--- src/rtl/param_mem_bist.sv ---
// March-test BIST initiator for a single-port memory with one-cycle registered read data.
// Runs W(BG) up, R(BG)/W(~BG) up, R(~BG)/W(BG) down, R(BG) up, and reports the first failure.
module param_mem_bist #(
  parameter int                SIZE    = 256,
  parameter int                WIDTH   = 8,
  parameter int                ADDR_W  = 8,
  parameter logic [WIDTH-1:0]  PATTERN = 'h55,
  parameter int                ERR_W   = 8
) (
  input  logic              clk,
  input  logic              rst,
  input  logic              start,
  output logic              mem_we,
  output logic [ADDR_W-1:0] mem_addr,
  output logic [WIDTH-1:0]  mem_wdata,
  input  logic [WIDTH-1:0]  mem_rdata,
  output logic              busy,
  output logic              done,
  output logic              fail,
  output logic [ADDR_W-1:0] fail_addr,
  output logic [WIDTH-1:0]  fail_data,
  output logic [ERR_W-1:0]  err_count
);

  typedef enum logic [2:0] {
    IDLE, P0_W_UP, P1_RW_UP, P2_RW_DOWN, P3_R_UP, DRAIN, DONE
  } state_t;

  localparam logic [ADDR_W-1:0] LAST_ADDR = ADDR_W'(SIZE - 1);
  localparam logic [ERR_W-1:0]  ERR_MAX   = '1;

  state_t              state_q, state_d;
  logic [ADDR_W-1:0]   addr_q, addr_d;
  logic                wr_phase_q, wr_phase_d;
  logic                chk_valid_q, chk_valid_d;
  logic [WIDTH-1:0]    chk_exp_q, chk_exp_d;
  logic [ADDR_W-1:0]   chk_addr_q, chk_addr_d;
  logic                fail_q, fail_d;
  logic [ADDR_W-1:0]   fail_addr_q, fail_addr_d;
  logic [WIDTH-1:0]    fail_data_q, fail_data_d;
  logic [ERR_W-1:0]    err_q, err_d;
  logic                mismatch;

  always_ff @(posedge clk) begin
    if (rst) begin
      state_q     <= IDLE;
      addr_q      <= '0;
      wr_phase_q  <= 1'b0;
      chk_valid_q <= 1'b0;
      chk_exp_q   <= '0;
      chk_addr_q  <= '0;
      fail_q      <= 1'b0;
      fail_addr_q <= '0;
      fail_data_q <= '0;
      err_q       <= '0;
    end else begin
      state_q     <= state_d;
      addr_q      <= addr_d;
      wr_phase_q  <= wr_phase_d;
      chk_valid_q <= chk_valid_d;
      chk_exp_q   <= chk_exp_d;
      chk_addr_q  <= chk_addr_d;
      fail_q      <= fail_d;
      fail_addr_q <= fail_addr_d;
      fail_data_q <= fail_data_d;
      err_q       <= err_d;
    end
  end

  always_comb begin
    state_d     = state_q;
    addr_d      = addr_q;
    wr_phase_d  = wr_phase_q;
    chk_valid_d = 1'b0;
    chk_exp_d   = chk_exp_q;
    chk_addr_d  = chk_addr_q;
    fail_d      = fail_q;
    fail_addr_d = fail_addr_q;
    fail_data_d = fail_data_q;
    err_d       = err_q;
    mem_we      = 1'b0;
    mem_addr    = '0;
    mem_wdata   = '0;

    // Read data issued last cycle is on mem_rdata now; the pipeline holds what it should be.
    mismatch = chk_valid_q && (mem_rdata != chk_exp_q);
    if (mismatch) begin
      if (err_q != ERR_MAX) err_d = err_q + ERR_W'(1);
      if (!fail_q) begin
        fail_d      = 1'b1;
        fail_addr_d = chk_addr_q;
        fail_data_d = mem_rdata;
      end
    end

    case (state_q)
      IDLE, DONE: begin
        if (start) begin
          state_d     = P0_W_UP;
          addr_d      = '0;
          wr_phase_d  = 1'b0;
          fail_d      = 1'b0;
          fail_addr_d = '0;
          fail_data_d = '0;
          err_d       = '0;
        end
      end
      P0_W_UP: begin
        mem_we    = 1'b1;
        mem_addr  = addr_q;
        mem_wdata = PATTERN;
        if (addr_q == LAST_ADDR) begin
          state_d = P1_RW_UP;
          addr_d  = '0;
        end else begin
          addr_d = addr_q + ADDR_W'(1);
        end
      end
      P1_RW_UP: begin
        mem_addr = addr_q;
        if (!wr_phase_q) begin
          chk_valid_d = 1'b1;
          chk_exp_d   = PATTERN;
          chk_addr_d  = addr_q;
          wr_phase_d  = 1'b1;
        end else begin
          mem_we     = 1'b1;
          mem_wdata  = ~PATTERN;
          wr_phase_d = 1'b0;
          if (addr_q == LAST_ADDR) begin
            state_d = P2_RW_DOWN;
            addr_d  = LAST_ADDR;
          end else begin
            addr_d = addr_q + ADDR_W'(1);
          end
        end
      end
      P2_RW_DOWN: begin
        mem_addr = addr_q;
        if (!wr_phase_q) begin
          chk_valid_d = 1'b1;
          chk_exp_d   = ~PATTERN;
          chk_addr_d  = addr_q;
          wr_phase_d  = 1'b1;
        end else begin
          mem_we     = 1'b1;
          mem_wdata  = PATTERN;
          wr_phase_d = 1'b0;
          // Stop at address 0 rather than letting the down-counter wrap.
          if (addr_q == '0) begin
            state_d = P3_R_UP;
          end else begin
            addr_d = addr_q - ADDR_W'(1);
          end
        end
      end
      P3_R_UP: begin
        mem_addr    = addr_q;
        chk_valid_d = 1'b1;
        chk_exp_d   = PATTERN;
        chk_addr_d  = addr_q;
        if (addr_q == LAST_ADDR) begin
          state_d = DRAIN;
          addr_d  = '0;
        end else begin
          addr_d = addr_q + ADDR_W'(1);
        end
      end
      DRAIN:   state_d = DONE;
      default: state_d = IDLE;
    endcase
  end

  assign busy      = (state_q != IDLE) && (state_q != DONE);
  assign done      = (state_q == DONE);
  assign fail      = fail_q;
  assign fail_addr = fail_addr_q;
  assign fail_data = fail_data_q;
  assign err_count = err_q;

endmodule

--- config.mk ---
export PLATFORM = sky130hd
export DESIGN_NAME = param_mem_bist
export DESIGN_NICKNAME = d
export VERILOG_FILES = /design/src/rtl/param_mem_bist.sv
export SDC_FILE = /design/constraint.sdc
export NUM_CORES = 1
export LEC_CHECK = 0
export ABC_AREA = 1
export BUFFER_PORTS_ARGS = -buffer_cell sky130_fd_sc_hd__buf_4
export CORE_ASPECT_RATIO = 0.9
export CORE_MARGIN = 2
export CORE_UTILIZATION = 55
export DETAILED_ROUTE_END_ITERATION = 16
export GPL_ROUTABILITY_DRIVEN = 0
export PLACE_DENSITY = 0.76
export SYNTH_ARGS = -nofsm -noshare
export SYNTH_HDL_FRONTEND = slang
export SYNTH_SLANG_ARGS = --single-unit
--- constraint.sdc ---
create_clock -name clk -period 1.8 [get_ports clk]
set_clock_uncertainty 0.2 [all_clocks]
set_input_delay 0.18 -clock clk [delete_from_list [all_inputs] [get_ports clk]]
set_output_delay 0.18 -clock clk [all_outputs]
set_load 0.005 [all_outputs]
Word level (Yosys, flattened, before mapping)
Cells that the tools add are included.
{"block": "word_totals", "reg_bits": 54, "latch_bits": 0, "ramBits": 0, "mem_bits_ro": 0, "in_bits": 11, "output_inout_bits": 44, "memories": 0}
{"block": "classes", "add_sub_neg": 3, "mul": 0, "div_mod_pow": 0, "magnitude_cmp": 0, "eq_ne": 21, "n_shift": 0, "mux": 45, "bitwise": 0, "n_reduce_logical": 18}
{"operator": "two-way mux 8 bit", "n": 23}
{"operator": "one-hot mux 8 bit (3 select lines)", "n": 2}
{"operator": "one-hot mux 8 bit (4 select lines)", "n": 1}
{"operator": "inequality test 2 bit (second input constant)", "n": 11}
{"operator": "two-way mux 3 bit", "n": 7}
{"operator": "one-hot mux 3 bit (6 select lines)", "n": 1}
{"operator": "adder 8 x 1 -> 8 bit (second input constant)", "n": 2}
{"operator": "one-hot mux 8 bit (2 select lines)", "n": 1}
{"operator": "equality test 3 bit (second input constant)", "n": 3}
{"operator": "equality test 8 bit (second input constant)", "n": 1}
{"operator": "zero test 8 bit", "n": 1}
{"operator": "inequality test 8 bit", "n": 1}
{"operator": "inequality test 8 bit (second input constant)", "n": 1}
{"operator": "subtractor 8 x 1 -> 8 bit (second input constant)", "n": 1}
{"operator": "two-way mux 7 bit", "n": 1}
{"operator": "AND reduction 7 bit", "n": 1}
{"operator": "equality test 3 x 2 -> 1 bit (second input constant)", "n": 2}
{"operator": "two-way mux 1 bit", "n": 6}
{"operator": "one-hot mux 1 bit (2 select lines)", "n": 3}
{"operator": "nonzero test 3 bit", "n": 2}
{"operator": "OR reduction 2 bit", "n": 3}
{"operator": "AND reduction 5 bit", "n": 1}
{"operator": "AND reduction 2 bit", "n": 2}
{"operator": "nonzero test 2 bit", "n": 2}
{"operator": "7 further kinds", "n": 8}

Depth between registers and ports, before layout
Gate-level depths: netlist of the first run.
{"block": "logic_depth", "ltp_word": 5, "mapped_depth": 10}

Worst setup path after synthesis of the first run
Ideal clock, no wire load.
{"block": "synth_timing", "kind": "reg2out", "start": "register state_q[2]", "end": "output mem_wdata[3]", "t_arrival_ns": 1.363, "path_slack_ns": 0.057, "stages_incl_launch_ff": 6, "path_cell_list": "dfxtp_1 -> inv_2 -> ha_1 -> inv_1 -> a211oi_1 -> buf_4"}
{"block": "synth_between", "elab_chain_len": 2}
{"item": "start: declaration", "line_no": "32", "text": "state_t state_q, state_d;"}
{"item": "start signal: assignment", "line_no": "57", "text": "state_q <= state_d;"}
{"item": "equality test 3 x 2 -> 1 bit or equality test 3 x 1 -> 1 bit (tied branches)", "line_no": "96", "text": "case (state_q)"}
{"item": "one-hot mux 8 bit (3 select lines) (*)", "line_no": "96"}
{"item": "end: declaration", "line_no": "15", "text": "output logic [WIDTH-1:0] mem_wdata,"}
Every way passes the cells marked *; elsewhere a longest branch is shown, timed or not.

Final worst setup path of the first run
{"block": "layout_timing", "start": "register state_q[1]", "end": "output mem_addr[1]"}
{"block": "layout_between", "elab_chain_len": 3}
{"item": "equality test 3 bit, or another cell as far along", "line_no": "96"}
{"item": "OR reduction 4 bit (no line) (*)"}
{"item": "two-way mux 8 bit (*)", "line_no": "96"}
{"item": "end: declaration", "line_no": "14", "text": "output logic [ADDR_W-1:0] mem_addr,"}
Marked as above.

==> results of run 1 <==
-- sequential cells by signal, indices dropped and copies added, names as in the netlist --
register and flops:
addr_q 8, chk_addr_q 8, err_count 8, fail_addr 8, fail_data 8, state_q 3, chk_exp_q 2, chk_valid_q 1
fail 1, wr_phase_q 1
-- worst max-delay path, cell delays in order, from the launching register on --
cell and delay [ns]:
dfxtp_4 0.38, nor2_1 0.16, nand2_1 0.20, nand3_4 0.18
nand2_1 0.07, inv_1 0.05, buf_4 0.10
-- cell usage in the layout, fill, tap and decap left out, drive strengths merged --
cell         netlist  routed
a211oi             1       1
a21boi             1       1
a21oi             26      26
buf               14      89
bufinv             0       1
clkbuf             1       6
clkinv             1       1
clkinvlp           0       5
dfxtp             48      48
dlygate4sd3        0      10
ha                 5       5
inv               56      56
nand2            134     134
nand3             36      36
nand3b             1       1
nand4              7       7
nor2              70      70
nor3               2       2
o21ai             29      29
or2                2       2
xor2               3       3
-- stage by stage --
step | utilization | power [mW] | area, um^2 | worst slack [ns] | std cells
2_1_floorplan | - | 2.535 | 2701 | 0.05711 | 438
3_3_place_gp | 0.6934 | 3.185 | 3311 | -0.01498 | 570
5_1_grt | 0.8058 | 4.836 | 3847 | -0.1350 | 598
6_report | 0.8058 | 4.527 | 3847 | -0.03484 | 598
3_5_place_dp | 0.6934 | 3.229 | 3311 | -0.04941 | 570
4_1_cts | 0.7649 | 4.219 | 3652 | -0.002318 | 592
-- metal layers --
layer / vias up / global-route usage / routed length (um)
li1: 1556 / - / -
met1: 1385 / 0.3414 / 3522
met2: 98 / 0.4243 / 3613
met3: 21 / 0.04780 / 466
met4: 0 / 0.09524 / 159
met5: - / 0 / 0
-- timing repair --
action	CTS	global route
hold buffers	10	0
gates resized for setup	31	36
pin swaps	3	3
setup endpoints to repair	37	59
buffers inserted	5	2
hold endpoints to repair	22	0
gates cloned	0	4
-- path summary, 6_finish.rpt --
kind                                    start            end  slack [ns]
worst max-delay path               state_q[1]    mem_addr[1]       -0.03
worst min-delay path            chk_addr_q[0]   fail_addr[0]        0.29
worst max register to register     state_q[1]  chk_addr_q[3]        0.02
worst min register to register  chk_addr_q[0]   fail_addr[0]        0.29
-- area by class of cell --
class,instances,share of cell area
repair inverters,3,0.005854
repair buffers,100,0.2133
flip-flops and latches,48,0.2546
well taps,65,0.02114
clock inverters,3,0.01203
inverters,57,0.05854
multi-input cells,317,0.4166
clock buffers,5,0.01789
-- kinds of logic (layout without fill, tap and decap cells) --
| logic type | count (synthesis) | after routing | synth area share |
|---|---|---|---|
| flops | 48 | 48 | 0.3557 |
| xor+xnor | 3 | 3 | 0.009729 |
| simple gates | 252 | 252 | 0.3821 |
| compound gates | 57 | 57 | 0.1102 |
| fa+ha+maj | 5 | 5 | 0.02316 |
| buf+inv | 73 | 168 | 0.1190 |
-- report_power, final --
group          switching, mW  internal [mW]
Sequential             0.183           1.30
Combinational           1.29          0.951
Clock                  0.388          0.419
Total                   1.86           2.67
==> flow_metrics.py, run 1 <==
metrics = {
    "sta": {
        "rsz0062_at_grt": "true",
        "post-route-period-util": 1.019,
        "setup_viol": 12,
        "fmax_mhz": 545.0,
        "tns_ns": -0.2897,
        "worst_pin_slew_ns": 0.5361,
        "max_slew_margin": 0.6426,
        "finalHoldViolCount": 0,
        "setup_ws_ns": -0.03484,
        "drv_slew": 0,
        "fin_crit_ns": 1.835,
        "fin_hold_ws_ns": 0.2876,
    },
    "worst_setup_path": {
        "crit_required_ns": 1.42,
        "crit_fanout": 8,
        "cp-start-kind": "flop",
        "worst-r2r-cell-count": 5,
        "cp-end-kind": "output pin",
        "crit_arrival_ns": 1.45,
        "path_class": "flop to output pin",
    },
    "cts": {
        "h-tree-depth": 2,
        "worst_skew_pair.late_latency_ns": 0.30,
        "cts_buffer_depth": 2,
        "cts_buffers": 5,
        "path_clk_slew_ns": 0.09,
        "cts_tree": "yes",
        "clockRootBuffer": "clkbuf_8",
        "cts_sinks": 48,
    },
    "layout": {
        "nFillCells": 317,
        "fin_nets": 548,
        "layout-drive-gt1-share": 0.2758,
        "area.growth.synth_to_final_pct": 42.43,
        "regArea_um2": 979.7,
        "multi_input_area_um2": 1603,
        "antenna_cells": 0,
    },
    "floorplanning": {
        "dieHeight_um": 70.49,
        "die_w_um": 77.88,
        "rows": 24,
        "core_region_area_um2": 4775,
        "dieArea_um2": 5489,
        "initial_core_util": 0.5658,
        "io_pins": 55,
    },
    "placement": {
        "dp_hpwl_um": 4835,
        "port_buffers": 54,
    },
    "logic_synthesis": {
        "yosys.area.top_type": "dfxtp_1",
        "synthDistinctLibCells": 24,
        "yosys-top-cells-count": "nand2_1 (134), nor2_1 (65), inv_1 (54)",
        "yosysMostFrequentCell": "nand2_1",
        "synth_area_um2": 2701,
        "synth_top_area_share": 0.3557,
        "synthCells": 438,
        "async_reset_ff_frac": 0,
        "ys_top_cells_by_area": "dfxtp_1 (36%), nand2_1 (19%), nor2_1 (9.0%)",
        "ys_seq_area_frac": 0.3557,
        "synth_seq_cells": 48,
        "avgSynthCellArea_um2": 6.167,
        "yosysWarnings": 0,
        "syn_nets": 454,
        "synth-edff-count": 0,
        "synth_ff_type": "dfxtp_1",
    },
    "global_route": {
        "grt_pass1_vias": 2593,
        "grt_usage": 0.2597,
        "gr-total-overflow": 0,
        "grt_max_degree": 33,
        "antenna_found_initial": 0,
        "grt_pass1_wl_um": 11450,
    },
    "power_and_ir_drop": {
        "p_leak_nw": 1.956,
        "cellPowerDensity_nw_per_um2": 1177,
        "max-vdd-ir-drop_v": 0.0009327,
    },
    "drt": {
        "viasPerCell": 5.117,
        "routed_wl_um": 7761,
        "drtIter0Drc": 164,
        "wl_per_cell_um": 12.98,
        "dr.pass1.iters": 4,
        "ant_nets": 0,
        "drc": 0,
        "dr_total_vias": 3060,
    },
    "min_path": {
        "hold_path.class": "flop to flop",
        "hold_path_depth": 2,
    },
    "run_status": {
        "violations": "setup timing",
        "status": "finished, violations left",
    },
    "job": {
        "max-cap-violations": 0,
    },
}
No activity file was read; power rests on OpenSTA's default activity.
==> inputs of run 2 (changes only) <==
--- a/config.mk
+++ b/config.mk
@@ -7,12 +7,14 @@
 export LEC_CHECK = 0
 export ABC_AREA = 1
 export BUFFER_PORTS_ARGS = -buffer_cell sky130_fd_sc_hd__buf_4
+export CELL_PAD_IN_SITES_DETAIL_PLACEMENT = 1
+export CELL_PAD_IN_SITES_GLOBAL_PLACEMENT = 1
 export CORE_ASPECT_RATIO = 0.9
 export CORE_MARGIN = 2
-export CORE_UTILIZATION = 55
+export CORE_UTILIZATION = 37
 export DETAILED_ROUTE_END_ITERATION = 16
 export GPL_ROUTABILITY_DRIVEN = 0
-export PLACE_DENSITY = 0.76
+export PLACE_DENSITY = 0.75
 export SYNTH_ARGS = -nofsm -noshare
 export SYNTH_HDL_FRONTEND = slang
 export SYNTH_SLANG_ARGS = --single-unit
==> run 2 against run 1 <==
Total power up 6.2%. Routed wire length up 21%. Clock power up 5.3%. Register-to-register slack about the same. Die area up 46%. Utilization down 24 points. The flow still finishes with violations (setup timing). Critical path depth unchanged. Sequential cell count unchanged. Worst hold slack better by 0.0052 ns. Maximum frequency about the same. Setup slack about the same.
==> flow_metrics.py, run 2 (synthesized netlist as in run 1, its figures left out) <==
metrics = {
    "placement": {
        "port_buffers": 54,
        "pre_cts_ws_ns": -0.07599,
        "dp_hpwl_um": 6226,
    },
    "job": {
        "max-cap-violations": 0,
    },
    "sta": {
        "fin_crit_ns": 1.835,
        "finalHoldViolCount": 0,
        "worst_pin_slew_ns": 0.3092,
        "setup_ws_ns": -0.03525,
        "post-route-period-util": 1.020,
        "max_slew_margin": 0.7936,
        "setup_viol": 8,
        "fmax_mhz": 544.9,
        "rsz0062_at_grt": "true",
        "fin_hold_ws_ns": 0.2927,
        "tns_ns": -0.1504,
        "drv_slew": 0,
    },
    "layout": {
        "layout_commonest_cell": "nand2_1",
        "utilization": 0.5687,
        "final_cell_mix": "nand2_1 (111), buf_4 (84), nor2_1 (60)",
        "antenna_cells": 0,
        "fin_nets": 555,
        "layout-drive-gt1-share": 0.3259,
        "area.growth.synth_to_final_pct": 48.96,
    },
    "power_and_ir_drop": {
        "seq_power_share": 0.308,
        "combPwrFrac": 0.515,
        "p_int_mw": 2.782,
        "power_frac_clock": 0.177,
        "swShare": 0.4214,
        "max-vdd-ir-drop_v": 0.0005422,
        "switching_power_mw": 2.027,
        "cellPowerDensity_nw_per_um2": 1195,
        "p_leak_nw": 2.014,
    },
    "floorplanning": {
        "dieHeight_um": 85.06,
        "io_pins": 55,
        "die_w_um": 94.07,
        "dieArea_um2": 8001,
        "core_region_area_um2": 7076,
        "initial_core_util": 0.3818,
        "rows": 29,
    },
    "drt": {
        "ant_nets": 0,
        "routed_wl_um": 9415,
        "drtIter0Drc": 105,
        "dr_total_vias": 3190,
        "viasPerCell": 5.039,
        "dr.pass1.iters": 4,
        "drc": 0,
        "wl_per_cell_um": 14.87,
    },
    "min_path": {
        "hold_path.class": "flop to flop",
    },
    "global_route": {
        "gr-total-overflow": 0,
        "grt_usage": 0.2258,
        "grt_max_degree": 33,
        "antenna_found_initial": 0,
        "grt_pass1_wl_um": 14600,
        "grt_pass1_vias": 3191,
    },
    "cts": {
        "cts_tree": "yes",
        "cts_buffer_depth": 2,
        "cts_sinks": 48,
        "path_clk_slew_ns": 0.10,
        "worst_skew_pair.late_latency_ns": 0.31,
        "cts_buffers": 5,
        "h-tree-depth": 2,
        "clockRootBuffer": "clkbuf_8",
    },
    "worst_setup_path": {
        "path_cells": "inv_6 -> ha_4 -> inv_4 -> a211oi_4 -> buf_6 -> buf_4",
        "crit_fanout": 4,
        "crit_required_ns": 1.42,
        "cp_slowest_cell": "dfxtp_4",
        "critPathMaxStageDelay_ns": 0.39,
        "crit_arrival_ns": 1.46,
        "cp-end-kind": "output pin",
        "cp-start-kind": "flop",
        "path_class": "flop to output pin",
    },
    "run_status": {
        "status": "finished, violations left",
        "violations": "setup timing",
    },
}
run 2: changes by cell type in the layout (fill, tap and decap cells not counted), sizes merged:
cell,previous run,this run
inv,56,57
clkinvlp,5,1
buf,89,99
run 2: stage by stage:
stage / std cells / total power, mW / instance area (um^2)
floorplan: 438 / 2.535 / 2701
detailed placement: 603 / 3.392 / 3396
finish: 633 / 4.809 / 4024
CTS: 628 / 4.473 / 3776
global route: 633 / 5.154 / 4024
global placement: 603 / 3.324 / 3396
run 2: layout make-up:
type / count / area [um^2]
timing repair buffer: 110 / 950.9
sequential: 48 / 972.2
clock buffer: 5 / 68.82
clock inverter: 3 / 46.29
tap: 93 / 116.4
multi-input combinational: 317 / 1645
fill: 962 / 3052
inverter: 57 / 224.0
run 2: worst max-delay path, delay by kind of cell, from the launching register on:
family,cells,cell delay [ns]
compound gates,1,0.25
fa+ha+maj,1,0.15
buf+inv,4,0.36
flops,1,0.39
run 2: path summary, 6_finish.rpt:
kind | start | end | slack, ns | depth (start not counted)
hold reg to reg | chk_addr_q[6] | fail_addr[6] | 0.29 | 2
setup reg to reg | state_q[1] | state_q[2] | 0.01 | 8
hold / removal | chk_addr_q[6] | fail_addr[6] | 0.29 | 2
setup / recovery | state_q[2] | mem_wdata[5] | -0.04 | 6
run 2: repair_timing:
action / CTS / global route
setup buffers: 8 / 3
pin swaps: 5 / 16
setup endpoints to repair: 28 / 55
resized for setup: 35 / 62
gates cloned: 0 / 2
endpoints found under the hold margin: 22 / 0
hold buffers: 10 / 0
run 2: power groups by stage:
stage          Sequential (mW)  Combinational, mW  Clock [mW]
2_1_floorplan             1.43               1.10           0
3_3_place_gp              1.45               1.88           0
3_5_place_dp              1.46               1.93           0
4_1_cts                   1.46               2.14       0.863
5_1_grt                   1.50               2.74       0.908
6_report                  1.48               2.48       0.850
run 2: metal layers:
layer	wire [um]	vias up	share of wire	track usage
met4	148	0	0.016	0.05929
li1	-	1567	-	-
met2	4725	57	0.50	0.3877
met5	0	-	0	0
met3	265	13	0.028	0.04174
met1	4275	1553	0.45	0.2916
